--- config.mk ---
export PLATFORM = sky130hd
export DESIGN_NAME = robo_mission_sequencer_flat
export DESIGN_NICKNAME = d
export VERILOG_FILES = /design/src/rtl/robo_mission_sequencer_if.sv /design/src/rtl/robo_mission_sequencer.sv /design/src/flat_wrapper.sv
export SDC_FILE = /design/constraint.sdc
export NUM_CORES = 1
export LEC_CHECK = 0
export CAP_MARGIN = 20
export CORE_MARGIN = 5
export CORE_UTILIZATION = 49
export CTS_BUF_LIST = sky130_fd_sc_hd__clkbuf_8
export DETAILED_ROUTE_END_ITERATION = 10
export PLACE_DENSITY = 0.79
export SYNTH_ARGS = -nofsm -noshare
export SYNTH_HDL_FRONTEND = slang
export SYNTH_SLANG_ARGS = --single-unit
--- constraint.sdc ---
create_clock -name clock -period 3.1 [get_ports clock]
set_clock_uncertainty 0.15 [all_clocks]
set_input_delay 0.465 -clock clock [delete_from_list [all_inputs] [get_ports clock]]
set_output_delay 0.465 -clock clock [all_outputs]
set_load 0.02 [all_outputs]
--- src/rtl/robo_mission_sequencer_if.sv ---
// Mission sequencer bus: top-level config, Robo activity inputs and the mission status outputs.
interface robo_mission_sequencer_if;
  logic       start;
  logic [7:0] max_moves;
  logic [3:0] start_row;
  logic [3:0] start_col;
  logic [1:0] start_dir;
  logic       advance;
  logic       turn;
  logic       collect;
  logic       robo_enable;
  logic [3:0] row;
  logic [3:0] col;
  logic [1:0] dir;
  logic [7:0] moves;
  logic [3:0] items;
  logic       unloading;
  logic       done;
  logic       fault;
  logic       proto_err;

  modport slave (
    input  start, max_moves, start_row, start_col, start_dir, advance, turn, collect,
    output robo_enable, row, col, dir, moves, items, unloading, done, fault, proto_err
  );

  modport master (
    output start, max_moves, start_row, start_col, start_dir, advance, turn, collect,
    input  robo_enable, row, col, dir, moves, items, unloading, done, fault, proto_err
  );
endinterface

--- src/rtl/robo_mission_sequencer.sv ---
// Mission controller around the collector robot: gates it, tracks pose, move budget,
// bin fill and forced unload pauses; out-of-grid advances park it in FAULT.
module robo_mission_sequencer #(
  parameter int ROWS       = 9,
  parameter int COLS       = 10,
  parameter int BIN_CAP    = 4,
  parameter int UNLOAD_CYC = 8
) (
  input logic                      clock,
  input logic                      reset,
  robo_mission_sequencer_if.slave  bus
);
  localparam int UW = $clog2(UNLOAD_CYC) + 1;

  typedef enum logic [2:0] {S_IDLE, S_RUN, S_UNLOAD, S_DONE, S_FAULT} state_t;

  state_t          state, nxt_state;
  logic [3:0]      row_q, col_q, items_q;
  logic [1:0]      dir_q;
  logic [7:0]      moves_q, max_q;
  logic [UW-1:0]   ucnt;
  logic            en_q, unl_q, done_q, fault_q, perr_q;

  logic            oob, mv;
  logic [3:0]      nrow, ncol, nitems;
  logic [1:0]      ndir;
  logic [7:0]      nmoves;

  // Advance wins over turn; a blocked advance leaves the pose untouched.
  always_comb begin
    nrow = row_q;
    ncol = col_q;
    ndir = dir_q;
    oob  = 1'b0;
    if (bus.advance) begin
      case (dir_q)
        2'b00:   if (row_q == 4'd1)        oob = 1'b1; else nrow = row_q - 4'd1;
        2'b01:   if (row_q == 4'(ROWS))    oob = 1'b1; else nrow = row_q + 4'd1;
        2'b10:   if (col_q == 4'(COLS))    oob = 1'b1; else ncol = col_q + 4'd1;
        default: if (col_q == 4'd1)        oob = 1'b1; else ncol = col_q - 4'd1;
      endcase
    end else if (bus.turn) begin
      case (dir_q)
        2'b00:   ndir = 2'b11;
        2'b11:   ndir = 2'b01;
        2'b01:   ndir = 2'b10;
        default: ndir = 2'b00;
      endcase
    end
    mv     = (bus.advance | bus.turn) & ~oob;
    nmoves = moves_q + {7'd0, mv};
    nitems = (bus.collect && items_q != 4'(BIN_CAP)) ? items_q + 4'd1 : items_q;

    nxt_state = state;
    case (state)
      S_IDLE, S_DONE, S_FAULT:
        if (bus.start) nxt_state = (bus.max_moves == 8'd0) ? S_DONE : S_RUN;
      S_RUN:
        if (oob)                          nxt_state = S_FAULT;
        else if (mv && nmoves == max_q)   nxt_state = S_DONE;
        else if (nitems == 4'(BIN_CAP))   nxt_state = S_UNLOAD;
      S_UNLOAD:
        if (ucnt == UW'(UNLOAD_CYC - 1))  nxt_state = S_RUN;
      default: nxt_state = S_IDLE;
    endcase
  end

  always_ff @(posedge clock) begin
    if (reset) begin
      state   <= S_IDLE;
      row_q   <= 4'd1;
      col_q   <= 4'd1;
      dir_q   <= 2'b00;
      moves_q <= 8'd0;
      items_q <= 4'd0;
      max_q   <= 8'd0;
      ucnt    <= '0;
      en_q    <= 1'b0;
      unl_q   <= 1'b0;
      done_q  <= 1'b0;
      fault_q <= 1'b0;
      perr_q  <= 1'b0;
    end else begin
      state   <= nxt_state;
      en_q    <= (nxt_state == S_RUN);
      unl_q   <= (nxt_state == S_UNLOAD);
      done_q  <= (nxt_state == S_DONE);
      fault_q <= (nxt_state == S_FAULT);
      case (state)
        S_IDLE, S_DONE, S_FAULT:
          if (bus.start) begin
            max_q   <= bus.max_moves;
            row_q   <= bus.start_row;
            col_q   <= bus.start_col;
            dir_q   <= bus.start_dir;
            moves_q <= 8'd0;
            items_q <= 4'd0;
            perr_q  <= 1'b0;
          end
        S_RUN: begin
          row_q   <= nrow;
          col_q   <= ncol;
          dir_q   <= ndir;
          moves_q <= nmoves;
          items_q <= nitems;
          ucnt    <= '0;
          if (bus.advance && bus.turn) perr_q <= 1'b1;
        end
        S_UNLOAD:
          if (nxt_state == S_RUN) begin
            items_q <= 4'd0;
            ucnt    <= '0;
          end else begin
            ucnt <= ucnt + UW'(1);
          end
        default: ;
      endcase
    end
  end

  assign bus.robo_enable = en_q;
  assign bus.row         = row_q;
  assign bus.col         = col_q;
  assign bus.dir         = dir_q;
  assign bus.moves       = moves_q;
  assign bus.items       = items_q;
  assign bus.unloading   = unl_q;
  assign bus.done        = done_q;
  assign bus.fault       = fault_q;
  assign bus.proto_err   = perr_q;
endmodule
--- src/flat_wrapper.sv ---
// flat-port wrapper written by rule: the top's interface ports become plain ports
module robo_mission_sequencer_flat 
#(
  parameter int ROWS       = 9,
  parameter int COLS       = 10,
  parameter int BIN_CAP    = 4,
  parameter int UNLOAD_CYC = 8
)
  (clock, reset, bus_start, bus_max_moves, bus_start_row, bus_start_col, bus_start_dir, bus_advance, bus_turn, bus_collect, bus_robo_enable, bus_row, bus_col, bus_dir, bus_moves, bus_items, bus_unloading, bus_done, bus_fault, bus_proto_err);
  robo_mission_sequencer_if bus_i ();
  input logic clock;
  input logic reset;
  input wire logic [$bits(bus_i.start)-1:0] bus_start;
  input wire logic [$bits(bus_i.max_moves)-1:0] bus_max_moves;
  input wire logic [$bits(bus_i.start_row)-1:0] bus_start_row;
  input wire logic [$bits(bus_i.start_col)-1:0] bus_start_col;
  input wire logic [$bits(bus_i.start_dir)-1:0] bus_start_dir;
  input wire logic [$bits(bus_i.advance)-1:0] bus_advance;
  input wire logic [$bits(bus_i.turn)-1:0] bus_turn;
  input wire logic [$bits(bus_i.collect)-1:0] bus_collect;
  output wire logic [$bits(bus_i.robo_enable)-1:0] bus_robo_enable;
  output wire logic [$bits(bus_i.row)-1:0] bus_row;
  output wire logic [$bits(bus_i.col)-1:0] bus_col;
  output wire logic [$bits(bus_i.dir)-1:0] bus_dir;
  output wire logic [$bits(bus_i.moves)-1:0] bus_moves;
  output wire logic [$bits(bus_i.items)-1:0] bus_items;
  output wire logic [$bits(bus_i.unloading)-1:0] bus_unloading;
  output wire logic [$bits(bus_i.done)-1:0] bus_done;
  output wire logic [$bits(bus_i.fault)-1:0] bus_fault;
  output wire logic [$bits(bus_i.proto_err)-1:0] bus_proto_err;
  assign bus_i.start = bus_start;
  assign bus_i.max_moves = bus_max_moves;
  assign bus_i.start_row = bus_start_row;
  assign bus_i.start_col = bus_start_col;
  assign bus_i.start_dir = bus_start_dir;
  assign bus_i.advance = bus_advance;
  assign bus_i.turn = bus_turn;
  assign bus_i.collect = bus_collect;
  assign bus_robo_enable = bus_i.robo_enable;
  assign bus_row = bus_i.row;
  assign bus_col = bus_i.col;
  assign bus_dir = bus_i.dir;
  assign bus_moves = bus_i.moves;
  assign bus_items = bus_i.items;
  assign bus_unloading = bus_i.unloading;
  assign bus_done = bus_i.done;
  assign bus_fault = bus_i.fault;
  assign bus_proto_err = bus_i.proto_err;
  robo_mission_sequencer #(.ROWS(ROWS), .COLS(COLS), .BIN_CAP(BIN_CAP), .UNLOAD_CYC(UNLOAD_CYC)) u_core (.clock(clock), .reset(reset), .bus(bus_i));
endmodule
==> results by stage <==
Yosys:
- The total standard cell area after synthesis is 2640 µm².
- The number of warning messages in the yosys log is 0.
- Ranked by total cell area, the synthesized netlist is headed by sky130_fd_sc_hd__dfxtp_1 32%, sky130_fd_sc_hd__ha_1 8.1%, sky130_fd_sc_hd__nor2_1 6.0%.
- The number of register bits inferred by synthesis is 42.
- The total nets after synthesis is 354.
- The synthesized design contains 0 enable-type register cells.
- The prevailing post-synth register cell is sky130_fd_sc_hd__dfxtp_1.
- The gate count after technology mapping is 313.
- Counting flops with an async set or reset pin after synthesis yields a share of 0%.
- Summing the sequential cell areas from Yosys gives 31.9% of the chip area.
- The cell taking the most area after synthesis is sky130_fd_sc_hd__dfxtp_1.
- The fraction of synthesized cell area taken by the top area cell type is 31.9%.
- Dividing the synthesized area by the synthesized cell count gives 8.42 µm².
- Counting distinct cell types in the post-synthesis netlist gives 61.

Final layout:
- The library cell used most frequently in the layout, excluding fill and tap cells, is sky130_fd_sc_hd__clkdlybuf4s50_1.
- The multi-input combinational cells in the finished layout cover a total of 1810 µm².
- The library cells used most frequently in the layout, excluding fill and tap cells, are 50 x sky130_fd_sc_hd__clkdlybuf4s50_1, 40 x sky130_fd_sc_hd__nor2_1, 37 x sky130_fd_sc_hd__dfxtp_1.
- The sequential cell area in the final layout is 855 µm².
- At the end of the flow, the number of nets in the layout was 422.
- The diode insertion count for antenna repair is 0.
- The filler cells instantiated in the layout total 392.
- The proportion of layout cells with a drive suffix above 1 is 17.5%.
- The layout-stage area growth over the synthesis result is 37.2%.

Timing:
- For the pin with the worst max-slew slack, the measured transition is 0.613 ns.
- The number of hold-slack violations in the final timing report was 0.
- The ratio of final minimum period to clock period is 104%.
- The setup slack after layout is -0.113 ns.
- The routed design could run at a clock period as short as 3.21 ns.
- The final count of negative-setup-slack endpoints is 4.
- The worst max-slew margin expressed relative to the limit is 58.9%.
- Setup repair after global routing could not meet its margin everywhere.
- The count of final max-slew check failures is 0.
- The setup total negative slack is -0.294 ns.
- The highest clock frequency the design can meet is 311 MHz.

Routing:
- The detail route stage leaves a number of antenna-violating nets equal to 0.
- The final layout contains routed wiring with a total length of 7.14 mm.
- The total number of vias is 2,587.
- Dividing the detail-routed via count by the number of cells gives 5.72.
- For this run, the detailed router's first-pass iteration total came to 4.
- The detail-routed net length per standard cell is 15.8 µm.
- After detailed routing, the number of remaining DRC violations is 0.
- The violation count after the first detailed-route iteration is 143.

Worst hold path:
- The path type of the worst min-delay path is reg -> reg.

Power and ir drop:
- Per report_power, the combinational group accounts for 36.6% of the total.
- Overall power consumption after layout is estimated at 1.65 mW.
- The fraction of power consumed by the clock network is 25.4%.
- Power spread over the standard cell area amounts to 456 nW/µm².
- The internal power of the cells totals 1.10 mW.
- Of the total power, the share spent switching nets is 33.5%.
- Summed over all cells, the static leakage comes to 1.43 nW.
- The worst vdd rail ir drop is 0.000246 V.
- The register share of total power is 38.0%.
- Summed over all nets, the switching power comes to 0.553 mW.

GRT:
- The global-route wire length before repair is 11.6 mm.
- The number of antenna violations at the first check in global routing is 0.
- The via count of the first global-routing pass is 2,455.
- Entering global routing, the biggest net connects 19 pins.
- The total grt overflow is 0.
- Global routing used 20.0% of the available tracks.

Clock network:
- The tree built by TritonCTS fans out to 42 sinks.
- The number of hold buffers added after cts is 0.
- For the worst-skew pair, the clock arrives at the later sink with an insertion delay of 0.30 ns.
- In this run the clock root is driven by a sky130_fd_sc_hd__clkbuf_8.
- Counting the buffers created by CTS gives 5.
- The clock-pin slew of the registers on the worst-case setup and hold paths is 0.08 ns.
- The CTS tree is built.
- The H-tree depth reported by CTS is 2.
- Counting along the longest clock path gives a buffer depth of 2.

Die:
- The initial utilization of the core area, before any placement, comes to 50.9%.
- The die is 83.3 µm tall.
- In this run the count of I/O pins placed on the die edge is 51.
- The total number of placement rows is 26.
- The die outline area is 6940 µm².
- The die is 83.3 µm wide.
- The area inside the core boundary is 5170 µm².

Setup path:
- STA classifies the critical path endpoint as a register.
- The cell with the largest stage delay on the worst path is sky130_fd_sc_hd__dfxtp_4.
- The signal on the critical path passes through inv_4 > ha_4 > mux2i_1 > nor3b_2 > o311a_4 > nor2_4 > ha_4 > and4_4 > nand4_1 > xnor2_2 > nor4_4 > buf_4 > o22a_1 > and4_4.
- The critical path class is reg -> reg.
- On the worst path, the slowest cell contributes a delay of 0.39 ns.
- The critical-path maximum fanout is 4.
- STA classifies the critical path startpoint as a register.
- Data on the critical path is required at its endpoint by 3.20 ns.
- The worst endpoint data arrival time is 3.32 ns.

Job:
- The max-cap check violation count is 0.

Placed design:
- The port buffer count is 50.
- After legalization and detailed placement, the total HPWL measured 4.94 mm.
- At the end of routability-driven placement, the weighted congestion stood at 0.851.

Outcome:
- The flow ran to the end, but the final reports show violations.
- The checks that failed: negative setup slack.
==> routing by layer <==
metal / global-route usage [%] / up-vias / part of all wire [%]
met5: 0 / - / 0
met4: 8.32 / 0 / 1.1
met3: 3.07 / 10 / 4.5
met2: 32.5 / 70 / 50
met1: 26.2 / 1240 / 44
li1: - / 1267 / -
==> Yosys cell counts (all sizes together) (5+ instances only) <==
| master | instances |
|---|---|
| xnor2 | 8 |
| o21ai | 12 |
| nor2 | 42 |
| nand3 | 5 |
| xor2 | 8 |
| inv | 13 |
| mux2i | 12 |
| nand2 | 19 |
| a21oi | 29 |
| dfxtp | 42 |
| nand4 | 7 |
| nand2b | 6 |
| a211oi | 6 |
| buf | 6 |
| clkbuf | 7 |
| nor3 | 8 |
| ha | 17 |
==> path summary, 6_finish.rpt <==
path	from	to	slack [ns]	cells after the start
setup reg to reg	u_core.bus.dir[0]$_SDFFE_PP0P_	u_core.bus.unloading$_SDFF_PP0_	-0.11	14
setup / recovery	u_core.bus.dir[0]$_SDFFE_PP0P_	u_core.bus.unloading$_SDFF_PP0_	-0.11	14
hold / removal	u_core.max_q[7]$_SDFFE_PP0P_	u_core.max_q[7]$_SDFFE_PP0P_	0.37	2
hold reg to reg	u_core.max_q[7]$_SDFFE_PP0P_	u_core.max_q[7]$_SDFFE_PP0P_	0.37	2
==> through the flow <==
stage               hold slack, ns  instance area, µm²  setup WS (ns)  utilization [%]  cells
floorplan                    0.321                2710         0.0149                -    313
global placement             0.344                3350         0.0374             64.8    435
detailed placement           0.353                3350        -0.0306             64.8    435
CTS                          0.373                3540        -0.0210             68.4    447
global route                 0.406                3620         -0.253             69.9    452
finish                       0.371                3620         -0.113             69.9    452
==> power groups by stage <==
stage | registers, mW | logic, mW | clock network (mW)
2_1_floorplan | 0.653 | 0.320 | 0
3_3_place_gp | 0.634 | 0.507 | 0
3_5_place_dp | 0.637 | 0.517 | 0
4_1_cts | 0.624 | 0.560 | 0.424
5_1_grt | 0.632 | 0.657 | 0.444
6_report | 0.626 | 0.604 | 0.419
==> worst max-delay path, delay by kind of cell (launching register included) <==
family	cells	cell delay [ns]
xor gates and xnor gates	1	0.22
adders and majority gates	2	0.30
buffers and inverters	2	0.23
and+or+nand+nor	6	1.16
muxes	1	0.16
DFF	1	0.39
AOI/OAI and AO/OA	2	0.55
==> kinds of logic after synthesis <==
| group | count (synthesis) | share of synthesized area, % |
|---|---|---|
| flip-flops | 42 | 31.9 |
| AO/OA/AOI/OAI | 77 | 19.8 |
| AND/OR/NAND/NOR | 123 | 26.3 |
| buffers and inverters | 26 | 3.99 |
| adder cells (fa/ha/maj) | 17 | 8.07 |
| XOR/XNOR | 16 | 5.32 |
| multiplexers | 12 | 4.56 |
==> final cells by class <==
| cell class | count | area share (%) |
|---|---|---|
| clock buffer | 8 | 3.04 |
| multi-input combinational | 245 | 50.1 |
| timing repair buffer | 74 | 19.3 |
| sequential | 42 | 23.6 |
| tap | 70 | 2.42 |
| inverter | 13 | 1.49 |
==> registers in the layout, summed over array words and instances, names as in the netlist <==
name and flops:
u_core.bus.proto_err 1, u_core.ucnt 4, u_core.bus.row 4, u_core.bus.robo_enable 1, u_core.bus.moves 8, u_core.state 3, u_core.bus.items 4, u_core.bus.col 4
u_core.bus.unloading 1, u_core.bus.fault 1, u_core.bus.dir 2, u_core.max_q 8, u_core.bus.done 1
==> timing repair <==
item / 4_1_cts / 5_1_grt
cloned: 0 / 0
endpoints found under the hold margin: 0 / 0
setup endpoints to repair: 2 / 5
pin swaps: 11 / 5
resized for setup: 8 / 6
setup buffers: 4 / 5
Note: power is estimated with default switching activity, not from simulation.
